**src/rtl/bin_maxpool2x2.sv**
```systemverilog
// ============================================================================
// Module   : bin_maxpool2x2
// Function : 2x2 stride-2 binary max-pool (window OR) from one SRAM region to
//            another; optional threshold-popcount mode via BIN_MAXPOOL_THRESH_EN.
// Revision : 1.0  initial release
// ============================================================================
`default_nettype none

module bin_maxpool2x2 #(
    parameter int ADDR_W = 12,
    parameter int DATA_W = 16
) (
    input  logic              clk,
    input  logic              reset,
    input  logic              pool_run,
    output logic              pool_busy,
    output logic              pool_done,
    input  logic [ADDR_W-1:0] cfg_rd_base,
    input  logic [ADDR_W-1:0] cfg_wr_base,
    input  logic [4:0]        cfg_cols,
    input  logic [4:0]        cfg_rows,
`ifdef BIN_MAXPOOL_THRESH_EN
    input  logic [2:0]        cfg_thresh,
`endif
    output logic [ADDR_W-1:0] rd_addr,
    input  logic [DATA_W-1:0] rd_data,
    output logic              wr_en,
    output logic [ADDR_W-1:0] wr_addr,
    output logic [DATA_W-1:0] wr_data
);

    localparam int c_PAIRS = DATA_W / 2;

    typedef enum logic [1:0] {
        S_IDLE  = 2'd0,
        S_READ  = 2'd1,
        S_DRAIN = 2'd2
    } state_t;

    state_t            r_state;
    state_t            w_state_nxt;
    logic [4:0]        r_n;        // edges elapsed since the start edge
    logic [4:0]        r_rows;     // effective row count, 0 for a degenerate job
    logic [4:0]        r_half;     // pooled output columns
    logic [ADDR_W-1:0] r_wr_base;
    logic [DATA_W-1:0] r_row_a;
    logic [DATA_W-1:0] w_pooled;
    logic              w_degen;
    logic              w_sample;
    logic              w_last_rd;
    logic              w_finish;
`ifdef BIN_MAXPOOL_THRESH_EN
    logic [2:0]        r_thresh;
`endif

    assign w_degen   = (cfg_cols < 5'd2) || (cfg_rows < 5'd2);
    assign w_sample  = (r_state != S_IDLE) && (r_n < r_rows);
    assign w_last_rd = (r_n + 5'd1) == (r_rows - 5'd1);
    assign w_finish  = (r_state == S_DRAIN) && (r_n == r_rows);

    // Odd row arrives live on rd_data and is combined with the captured even row.
    always_comb begin
        w_pooled = '0;
        for (int j = 0; j < c_PAIRS; j++) begin
            if (j < int'(r_half)) begin
`ifdef BIN_MAXPOOL_THRESH_EN
                w_pooled[j] = (3'(r_row_a[2*j]) + 3'(r_row_a[2*j+1]) +
                               3'(rd_data[2*j]) + 3'(rd_data[2*j+1])) >= r_thresh;
`else
                w_pooled[j] = r_row_a[2*j] | r_row_a[2*j+1] |
                              rd_data[2*j] | rd_data[2*j+1];
`endif
            end
        end
    end

    always_comb begin
        w_state_nxt = r_state;
        case (r_state)
            S_IDLE:  if (pool_run)  w_state_nxt = w_degen ? S_DRAIN : S_READ;
            S_READ:  if (w_last_rd) w_state_nxt = S_DRAIN;
            S_DRAIN: if (w_finish)  w_state_nxt = S_IDLE;
            default:                w_state_nxt = S_IDLE;
        endcase
    end

    always_ff @(posedge clk) begin
        if (reset) begin
            r_state <= S_IDLE;
        end else begin
            r_state <= w_state_nxt;
        end
    end

    always_ff @(posedge clk) begin
        if (reset) begin
            pool_busy <= 1'b0;
            pool_done <= 1'b0;
            rd_addr   <= '0;
            wr_en     <= 1'b0;
            wr_addr   <= '0;
            wr_data   <= '0;
            r_n       <= '0;
            r_rows    <= '0;
            r_half    <= '0;
            r_wr_base <= '0;
            r_row_a   <= '0;
`ifdef BIN_MAXPOOL_THRESH_EN
            r_thresh  <= '0;
`endif
        end else begin
            wr_en     <= 1'b0;
            pool_done <= 1'b0;
            case (r_state)
                S_IDLE: begin
                    if (pool_run) begin
                        pool_busy <= 1'b1;
                        r_n       <= '0;
                        r_wr_base <= cfg_wr_base;
                        r_half    <= {1'b0, cfg_cols[4:1]};
                        r_rows    <= w_degen ? 5'd0 : {cfg_rows[4:1], 1'b0};
                        if (!w_degen) begin
                            rd_addr <= cfg_rd_base;
                        end
`ifdef BIN_MAXPOOL_THRESH_EN
                        r_thresh <= (cfg_thresh == 3'd0) ? 3'd1 :
                                    (cfg_thresh > 3'd4)  ? 3'd4 : cfg_thresh;
`endif
                    end
                end
                S_READ, S_DRAIN: begin
                    r_n <= r_n + 5'd1;
                    if (r_state == S_READ) begin
                        rd_addr <= rd_addr + ADDR_W'(1);
                    end
                    if (w_sample) begin
                        if (!r_n[0]) begin
                            r_row_a <= rd_data;
                        end else begin
                            wr_en   <= 1'b1;
                            wr_addr <= r_wr_base + ADDR_W'(r_n[4:1]);
                            wr_data <= w_pooled;
                        end
                    end
                    if (w_finish) begin
                        pool_busy <= 1'b0;
                        pool_done <= 1'b1;
                    end
                end
                default: ;
            endcase
        end
    end

endmodule

`default_nettype wire

```
**config.mk**
```make
export PLATFORM = sky130hd
export DESIGN_NAME = bin_maxpool2x2
export DESIGN_NICKNAME = d
export VERILOG_FILES = /design/src/rtl/bin_maxpool2x2.sv
export SDC_FILE = /design/constraint.sdc
export NUM_CORES = 1
export LEC_CHECK = 0
export CORE_MARGIN = 2
export CORE_UTILIZATION = 50
export DETAILED_ROUTE_END_ITERATION = 12
export PLACE_DENSITY_LB_ADDON = 0.05
export REMOVE_ABC_BUFFERS = 1
export SLEW_MARGIN = 15
export SYNTH_ARGS = -nofsm -noshare
export SYNTH_HDL_FRONTEND = slang
export SYNTH_SLANG_ARGS = --single-unit
export TNS_END_PERCENT = 30
```
**constraint.sdc**
```tcl
create_clock -name clk -period 2.81 [get_ports clk]
set_input_delay 0.562 -clock clk [delete_from_list [all_inputs] [get_ports clk]]
set_output_delay 0.562 -clock clk [all_outputs]
set_load 0.05 [all_outputs]
```
## Yosys cells after proc, flatten, opt, wreduce, memory -nomap -nowiden

Index checks and enable logic that the tools add are counted.

- Flip-flop bits (word level): 79
- Bits in latches: 0
- Bits in writable memories: 0
- Bits in read-only memories: 0
- Input port bits: 53
- Logic and storage cells: 105
- Memories: 0

- Add/sub/neg operators: 4
- Multipliers: 0
- Divide/modulo/power cells: 0
- $lt $le $gt $ge: 11
- Eq/ne operators: 10
- Shift-type cells: 0
- Muxes and demuxes: 25
- Bitwise logic cells: 27
- Reductions and logical operators: 16

Operators by type and width:

| operator | count |
|---|---|
| $mux 12 | 3 |
| $or 1x1->1 | 24 |
| $pmux 12 s2 | 1 |
| $lt 3x4->1 const A | 4 |
| $add 12x1->12 const B | 1 |
| $add 12x4->12 | 1 |
| $mux 1 | 12 |
| $ne 2x2->1 const B | 6 |
| $reduce_and 3->1 | 4 |
| $eq 5x5->1 | 2 |
| $lt 5x2->1 const B | 2 |
| $mux 5 | 2 |
| $pmux 5 s2 | 1 |
| $lt 1x4->1 const A | 2 |
| $lt 2x4->1 const A | 2 |
| $mux 2 | 4 |
| $pmux 2 s3 | 1 |
| $add 5x1->5 const B | 1 |
| $lt 5x5->1 | 1 |
| $sub 5x1->5 const B | 1 |
| $reduce_and 2->1 | 2 |
| $reduce_and 4->1 | 1 |
| $reduce_bool 2->1 | 2 |
| $reduce_or 2->1 | 2 |
| 8 further kinds | 11 |

## Longest topological paths before layout

Gate-level depths: netlist (run 1).

- Word-level depth: 5
- Gate-level depth with buffers: 9

## Worst setup path after synthesis (run 1)

OpenSTA, ideal clock, no wires.

- Kind: register -> register
- From: register r_n[2]
- To: register wr_addr[4]
- Arrival time: 1877 ps
- Setup slack: 863 ps
- Cell stages (with the launch flop): 8
- Buffers on the path: 0
- Cells stage by stage: dfxtp_1 inv_1 fa_1 nor2b_1 o21a_1 nor3_1 or4_1 a21oi_1

- Word-level cells in the longest chain between the ends: 3
- Elaborated cells between the ends (all ways): 4

Ends and longest elaborated chain:

| what | line | RTL |
|---|---|---|
| start, declared | 42 | `logic [4:0] r_n;` |
| start signal, assigned | 132 | `r_n <= r_n + 5'd1;` |
| parallel branches: the longest is 3 deep, another holds $add 12x4->12 | - |  |
| end signal, assigned | 141 | `wr_addr <= r_wr_base + ADDR_W'(r_n[4:1]);` |
| end, declared | 28 | `output logic [ADDR_W-1:0] wr_addr,` |

Parallel ways; which one is timed is not known.
A chain may end at the register's enable or synchronous reset.

## Worst setup path in the final report (run 1)

Same ends and word-level chain as after synthesis.

==> results of run 1 <==
## through the flow
step | util, % | area (um^2) | setup WS [ps]
floorplan | - | 3810 | 288
global placement | 62.7 | 4840 | 261
detailed placement | 62.7 | 4840 | 224
CTS | 65.6 | 5070 | 470
global route | 65.6 | 5070 | 303
finish | 65.6 | 5070 | 468
## kinds of logic after synthesis
family                   synth area share (%)
multiplexers                            0.252
AND/OR/NAND/NOR                          22.0
buffers and inverters                    6.24
adder cells (fa/ha/maj)                  4.92
XOR/XNOR                                 3.03
flip-flops                               39.3
other                                  0.0945
AO/OA/AOI/OAI                            24.1
## sequential cells by signal, summed over array words and instances, names as in the netlist
signal / flops
pool_done: 1
wr_data: 8
pool_busy: 1
rd_addr: 12
r_row_a: 16
r_n: 5
r_wr_base: 12
r_state: 2
r_half: 4
wr_en: 1
r_rows: 4
wr_addr: 12
## critical path, cell delays in order (launching register included)
cell and delay (ps):
dfxtp_1 500, ha_1 290, nor2b_1 130, o21a_1 190, o21a_1 400, or4_1 610, a21oi_1 160
## area by class of cell
cell class	instances	area share, %
flip-flops and latches	78	30.8
clock buffers	10	2.71
clock inverters	6	1.83
inverters	16	1.18
multi-input cells	379	43.2
repair buffers	91	17.8
well taps	102	2.52
## where the power goes
part	total (uW)	switching, uW	internal, uW
combinational	1700	1100	595
clock	971	440	531
sequential	1420	163	1260
total	4090	1710	2390
## worst max-delay path by stage
stage / end
finish: wr_addr[4]$_SDFFE_PP0P_
global route: wr_addr[4]$_SDFFE_PP0P_
CTS: wr_addr[4]$_SDFFE_PP0P_
detailed placement: rd_addr[0]$_SDFFE_PP0P_
global placement: rd_addr[0]$_SDFFE_PP0P_
floorplan: wr_addr[11]$_SDFFE_PP0P_
## layout by cell type (no fill, tap or decap), drive strengths merged, types with 4 or more instances in the layout
master / instances
o2bb2ai: 4
ha: 14
buf: 7
nor3: 10
nor4: 10
a21oi: 82
or3: 7
nor2b: 8
nor2: 20
or4: 7
clkdlybuf4s50: 84
o21ai: 54
dfxtp: 78
o21a: 5
a311oi: 5
nand3: 35
xnor2: 8
inv: 17
conb: 8
and2: 4
and3: 4
a211oi: 5
nand2: 59
clkbuf: 10
## routing by layer
layer / track usage [%] / wire length, um / up-vias
met2: 38.7 / 4580 / 136
met4: 9.56 / 189 / 0
met1: 32.3 / 4680 / 1786
met5: 0 / 0 / -
met3: 4.51 / 541 / 15
li1: - / - / 1924
==> results.sh, run 1 <==
export IMPL_routed_via_count=3861
export IMPL_routabilityCongestion=0.795
export IMPL_ios=96
export IMPL_dr_pass1_iters=4
export IMPL_hp_start="r_rows[4]$_SDFFE_PP0P_"
export IMPL_yosysTopAreaCell="dfxtp_1"
export IMPL_ant_nets=0
export IMPL_reg2reg_slack_ps=470
export IMPL_wl_um=9990
export IMPL_synth_common_cells="a21oi_1, dfxtp_1, nand2_1"
export IMPL_worst_slew_pin_transition_ps=759
export IMPL_dp_hpwl_um=6920
export IMPL_row_count=32
export IMPL_clock_latency_ps=360
export IMPL_yosysUniqueCellTypes=57
export IMPL_power_uw=4090
export IMPL_dieWidth_um=93.1
export IMPL_rsz0062_at_grt="false"
export IMPL_diodes=0
export IMPL_r2r_start="r_n[2]$_SDFFE_PP0P_"
export IMPL_finalSetupViolations=0
export IMPL_postCtsSetupBuffers=0
export IMPL_reg2reg_depth=6
export IMPL_fin_nets=643
export IMPL_root_buffer="clkbuf_8"
export IMPL_synth_edff_count=0
export IMPL_detail_route_vias_per_cell=5.66
export IMPL_fin_crit_ps=2340
export IMPL_clk_pin_slew_worst_paths_ps=80
export IMPL_min_path_cells=2
export IMPL_slew_headroom_pct=49.3
export IMPL_drive_gt1_share_pct=5.69
export IMPL_ys_warn_count=0
export IMPL_pwr_density_cell_nw_per_um2=807
export IMPL_wl_per_cell_um=14.6
export IMPL_ir_drop_uv=619
export IMPL_ys_top_cells_by_area="dfxtp_1, a21oi_1, o21ai_0, nand2_1, ha_1"
export IMPL_fillCellCount=669
export IMPL_finalHoldViolations=0
export IMPL_ys_seq_area_share_pct=39.3
export IMPL_die_h_um=93.1
export IMPL_io_buffers=85
export IMPL_placed_cells=666
export IMPL_cts_buffers=9
export IMPL_grt_pass1_wl_um=16900
export IMPL_crit_required_ps=3100
export IMPL_synthCells=504
export IMPL_p_leak_uw=0.00177
export IMPL_cp_end_kind="flop"
export IMPL_register_area_um2=1560
export IMPL_synth_async_sr_flop_share_pct=0
export IMPL_synth_ff_type="dfxtp_1"
export IMPL_synth_top_area_share_pct=39.3
export IMPL_holdWs_ps=463
export IMPL_r2r_end="wr_addr[4]$_SDFFE_PP0P_"
export IMPL_ctsHoldBuffers=0
export IMPL_drc=0
export IMPL_clock_fmax_mhz=427
export IMPL_hold_path_class="reg -> reg"
export IMPL_grt_pass1_vias=3666
export IMPL_cts_htree_levels=3
export IMPL_post_cts_resized=0
export IMPL_cp_arrival_ps=2630
export IMPL_grt_total_usage_pct=24.2
export IMPL_dieArea_um2=8670
export IMPL_finalCritPeriodShare_pct=83.3
export IMPL_areaGrowthSynthToFinish_pct=27.8
export IMPL_multiInputGateArea_um2=2190
export IMPL_critPathMaxFanout=18
export IMPL_clkSinkCount=78
export IMPL_ys_seq_elements=78
export IMPL_fin_skew_ps=10.9
export IMPL_syn_cell_area_um2=3970
export IMPL_antenna_found_initial=0
export IMPL_grt_remaining_overflow=0
export IMPL_cts_tree="done"
export IMPL_tns_ps=0
export IMPL_outcome="finished, final reports clean"
export IMPL_min_delay_worst_endpoint="r_rows[4]$_SDFFE_PP0P_"
export IMPL_cap_violations=0
export IMPL_crit_start="r_n[2]$_SDFFE_PP0P_"
export IMPL_synth_area_per_cell_um2=7.87
export IMPL_crit_type="reg -> reg"
export IMPL_cts_max_path_buffers=2
export IMPL_core_area_um2=7730
export IMPL_start_kind="flop"
export IMPL_dr_first_iter_drc_count=190
export IMPL_slew_viol_final=0
export IMPL_fin_cells=682
export IMPL_grt_max_degree=56
export IMPL_start_util_pct=51.4
export IMPL_synth_most_common_cell="a21oi_1"
Note: power is estimated with default switching activity, not from simulation.
==> run 2: changes to the inputs <==
CORE_UTILIZATION = 45   (was 50)
clock period = 2.03 ns   (was 2.81 ns; I/O delays follow)
==> run 2 against run 1 <==
  * Sequential share of layout area is 1.2 points lower
  * Worst hold slack worse by 61 ps
  * Clock skew is 3.1 ps lower
  * Fmax is 17% higher
  * Non-clock buffer count is 29 higher
  * Core utilization is 4.4 points lower
  * Via count is 1.4% higher
  * Critical path depth is 2 higher
  * Routed wire length is 2.5% higher
  * First-iteration DRC count is 30% lower
==> results.sh, run 2 (same netlist as run 1, synthesis figures left out) <==
export IMPL_die_h_um=97.9
export IMPL_routed_via_count=3916
export IMPL_cts_tree="done"
export IMPL_clkSinkCount=78
export IMPL_hold_path_class="in -> reg"
export IMPL_finalCritPeriodShare_pct=98.7
export IMPL_layout_commonest_cell="a21oi_1"
export IMPL_grt_busiest_layer="met2"
export IMPL_cts_max_path_buffers=2
export IMPL_grt_pass1_wl_um=17200
export IMPL_worst_slew_pin_transition_ps=601
export IMPL_grt_pass1_vias=3659
export IMPL_clock_latency_ps=340
export IMPL_cts_buffers=9
export IMPL_dieWidth_um=97.9
export IMPL_ctsHoldBuffers=0
export IMPL_place_area_um2=5060
export IMPL_dr_pass1_iters=4
export IMPL_dr_first_iter_drc_count=133
export IMPL_fin_nets=672
export IMPL_worstPathCellList="ha_2 -> inv_1 -> fa_1 -> nor2b_1 -> o21a_1 -> nor3_1 -> or4_1 -> a21oi_1"
export IMPL_fin_crit_ps=2000
export IMPL_reg2reg_slack_ps=30
export IMPL_antenna_found_initial=0
export IMPL_detail_route_vias_per_cell=5.47
export IMPL_io_buffers=85
export IMPL_slew_viol_final=0
export IMPL_outcome="finished, final reports clean"
export IMPL_root_buffer="clkbuf_8"
export IMPL_crit_type="reg -> reg"
export IMPL_tns_ps=0
export IMPL_cp_arrival_ps=2280
export IMPL_pwr_density_cell_nw_per_um2=1070
export IMPL_largest_reg_flops=16
export IMPL_r2r_start="r_n[1]$_SDFFE_PP0P_"
export IMPL_routabilityCongestion=0.812
export IMPL_critPathMaxFanout=2
export IMPL_grt_max_degree=39
export IMPL_dieArea_um2=9590
export IMPL_dp_hpwl_um=7340
export IMPL_crit_required_ps=2310
export IMPL_mostFrequentLayoutCells="a21oi_1, clkdlybuf4s50_1, dfxtp_1"
export IMPL_drive_gt1_share_pct=11.3
export IMPL_crit_start="r_n[1]$_SDFFE_PP0P_"
export IMPL_ant_nets=0
export IMPL_wl_per_cell_um=14.3
export IMPL_reg2reg_depth=8
export IMPL_fin_skew_ps=7.80
export IMPL_fin_area_um2=5290
export IMPL_ir_drop_uv=748
export IMPL_r2r_end="wr_addr[4]$_SDFFE_PP0P_"
export IMPL_slowest_delay_ps=480
export IMPL_start_util_pct=46.0
export IMPL_postCtsSetupBuffers=0
export IMPL_wl_um=10200
export IMPL_start_kind="flop"
export IMPL_core_area_um2=8640
export IMPL_fin_cells=716
export IMPL_rsz0062_at_grt="true"
export IMPL_areaGrowthSynthToFinish_pct=33.3
export IMPL_grtUsageMet1_pct=29.0
export IMPL_diodes=0
export IMPL_cts_htree_levels=3
export IMPL_grtUsageMet2_pct=34.9
export IMPL_placed_cells=701
export IMPL_fillCellCount=795
export IMPL_clk_pin_slew_worst_paths_ps=80
export IMPL_cap_violations=0
export IMPL_cp_end_kind="flop"
export IMPL_slew_headroom_pct=59.5
export IMPL_clock_fmax_mhz=499
export IMPL_drc=0
export IMPL_gr_usage_met3_pct=4.72
export IMPL_power_uw=5660
export IMPL_finalSetupViolations=0
export IMPL_row_count=34
export IMPL_cp_endpoint="wr_addr[4]$_SDFFE_PP0P_"
export IMPL_ios=96
export IMPL_p_leak_uw=0.00197
export IMPL_cpMaxStageDelayCell="or4_1"
export IMPL_finalHoldViolations=0
export IMPL_grt_remaining_overflow=0
export IMPL_grt_total_usage_pct=21.4
export IMPL_max_flop_register="r_row_a"
-- run 2: how the worst min path moves through the flow --
stage | start | endpoint | slack (ps) | cells after the start
floorplan | r_rows[4]$_SDFFE_PP0P_ | r_rows[4]$_SDFFE_PP0P_ | 430 | 2
finish | reset | r_n[3]$_SDFFE_PP0P_ | 400 | 2
detailed placement | r_rows[4]$_SDFFE_PP0P_ | r_rows[4]$_SDFFE_PP0P_ | 450 | 2
global placement | r_rows[4]$_SDFFE_PP0P_ | r_rows[4]$_SDFFE_PP0P_ | 440 | 2
CTS | reset | r_n[0]$_SDFFE_PP0P_ | 390 | 2
global route | reset | r_n[2]$_SDFFE_PP0P_ | 410 | 2
-- run 2: repair_timing --
| item | in CTS | in global routing |
|---|---|---|
| pin swaps | 0 | 1 |
| endpoints found under the setup margin | 16 | 39 |
| resized for setup | 4 | 12 |
-- run 2: metrics by stage --
step                hold slack [ps]  util (%)  worst slack, ps
floorplan                       426         -             -492
global route                    408      61.3            -56.8
finish                          402      61.3             26.2
detailed placement              445      58.6             -220
CTS                             391      60.8             1.96
global placement                444      58.6             -182
-- run 2: power breakdown --
group          total, uW  internal, uW  switching (uW)  leakage [uW]
Sequential          1960          1740             216      0.000635
Clock               1130           559             567     0.0000911
Combinational       2580           990            1590       0.00124
Total               5660          3290            2370       0.00197
-- run 2: routing by layer --
metal / up-vias / part of all wire [%]
li1: 1986 / -
met1: 1843 / 47
met2: 85 / 48
met3: 2 / 5.3
met4: 0 / 0.29
met5: - / 0
-- run 2: cell type report --
type / instances / area, um^2 / share of cell area [%]
tap: 108 / 135 / 2.55
clock buffer: 9 / 124 / 2.34
timing repair buffer: 120 / 1120 / 21.2
sequential: 78 / 1570 / 29.6
multi-input combinational: 379 / 2220 / 41.9
clock inverter: 6 / 63.8 / 1.21
inverter: 16 / 61.3 / 1.16
-- run 2: critical path: cells and delay by family (launching register included) --
kind / cells / cell delay, ps
adder cells (fa/ha/maj): 2 / 570
AO/OA/AOI/OAI: 2 / 300
buffers and inverters: 1 / 60
AND/OR/NAND/NOR: 3 / 670
flip-flops: 1 / 350
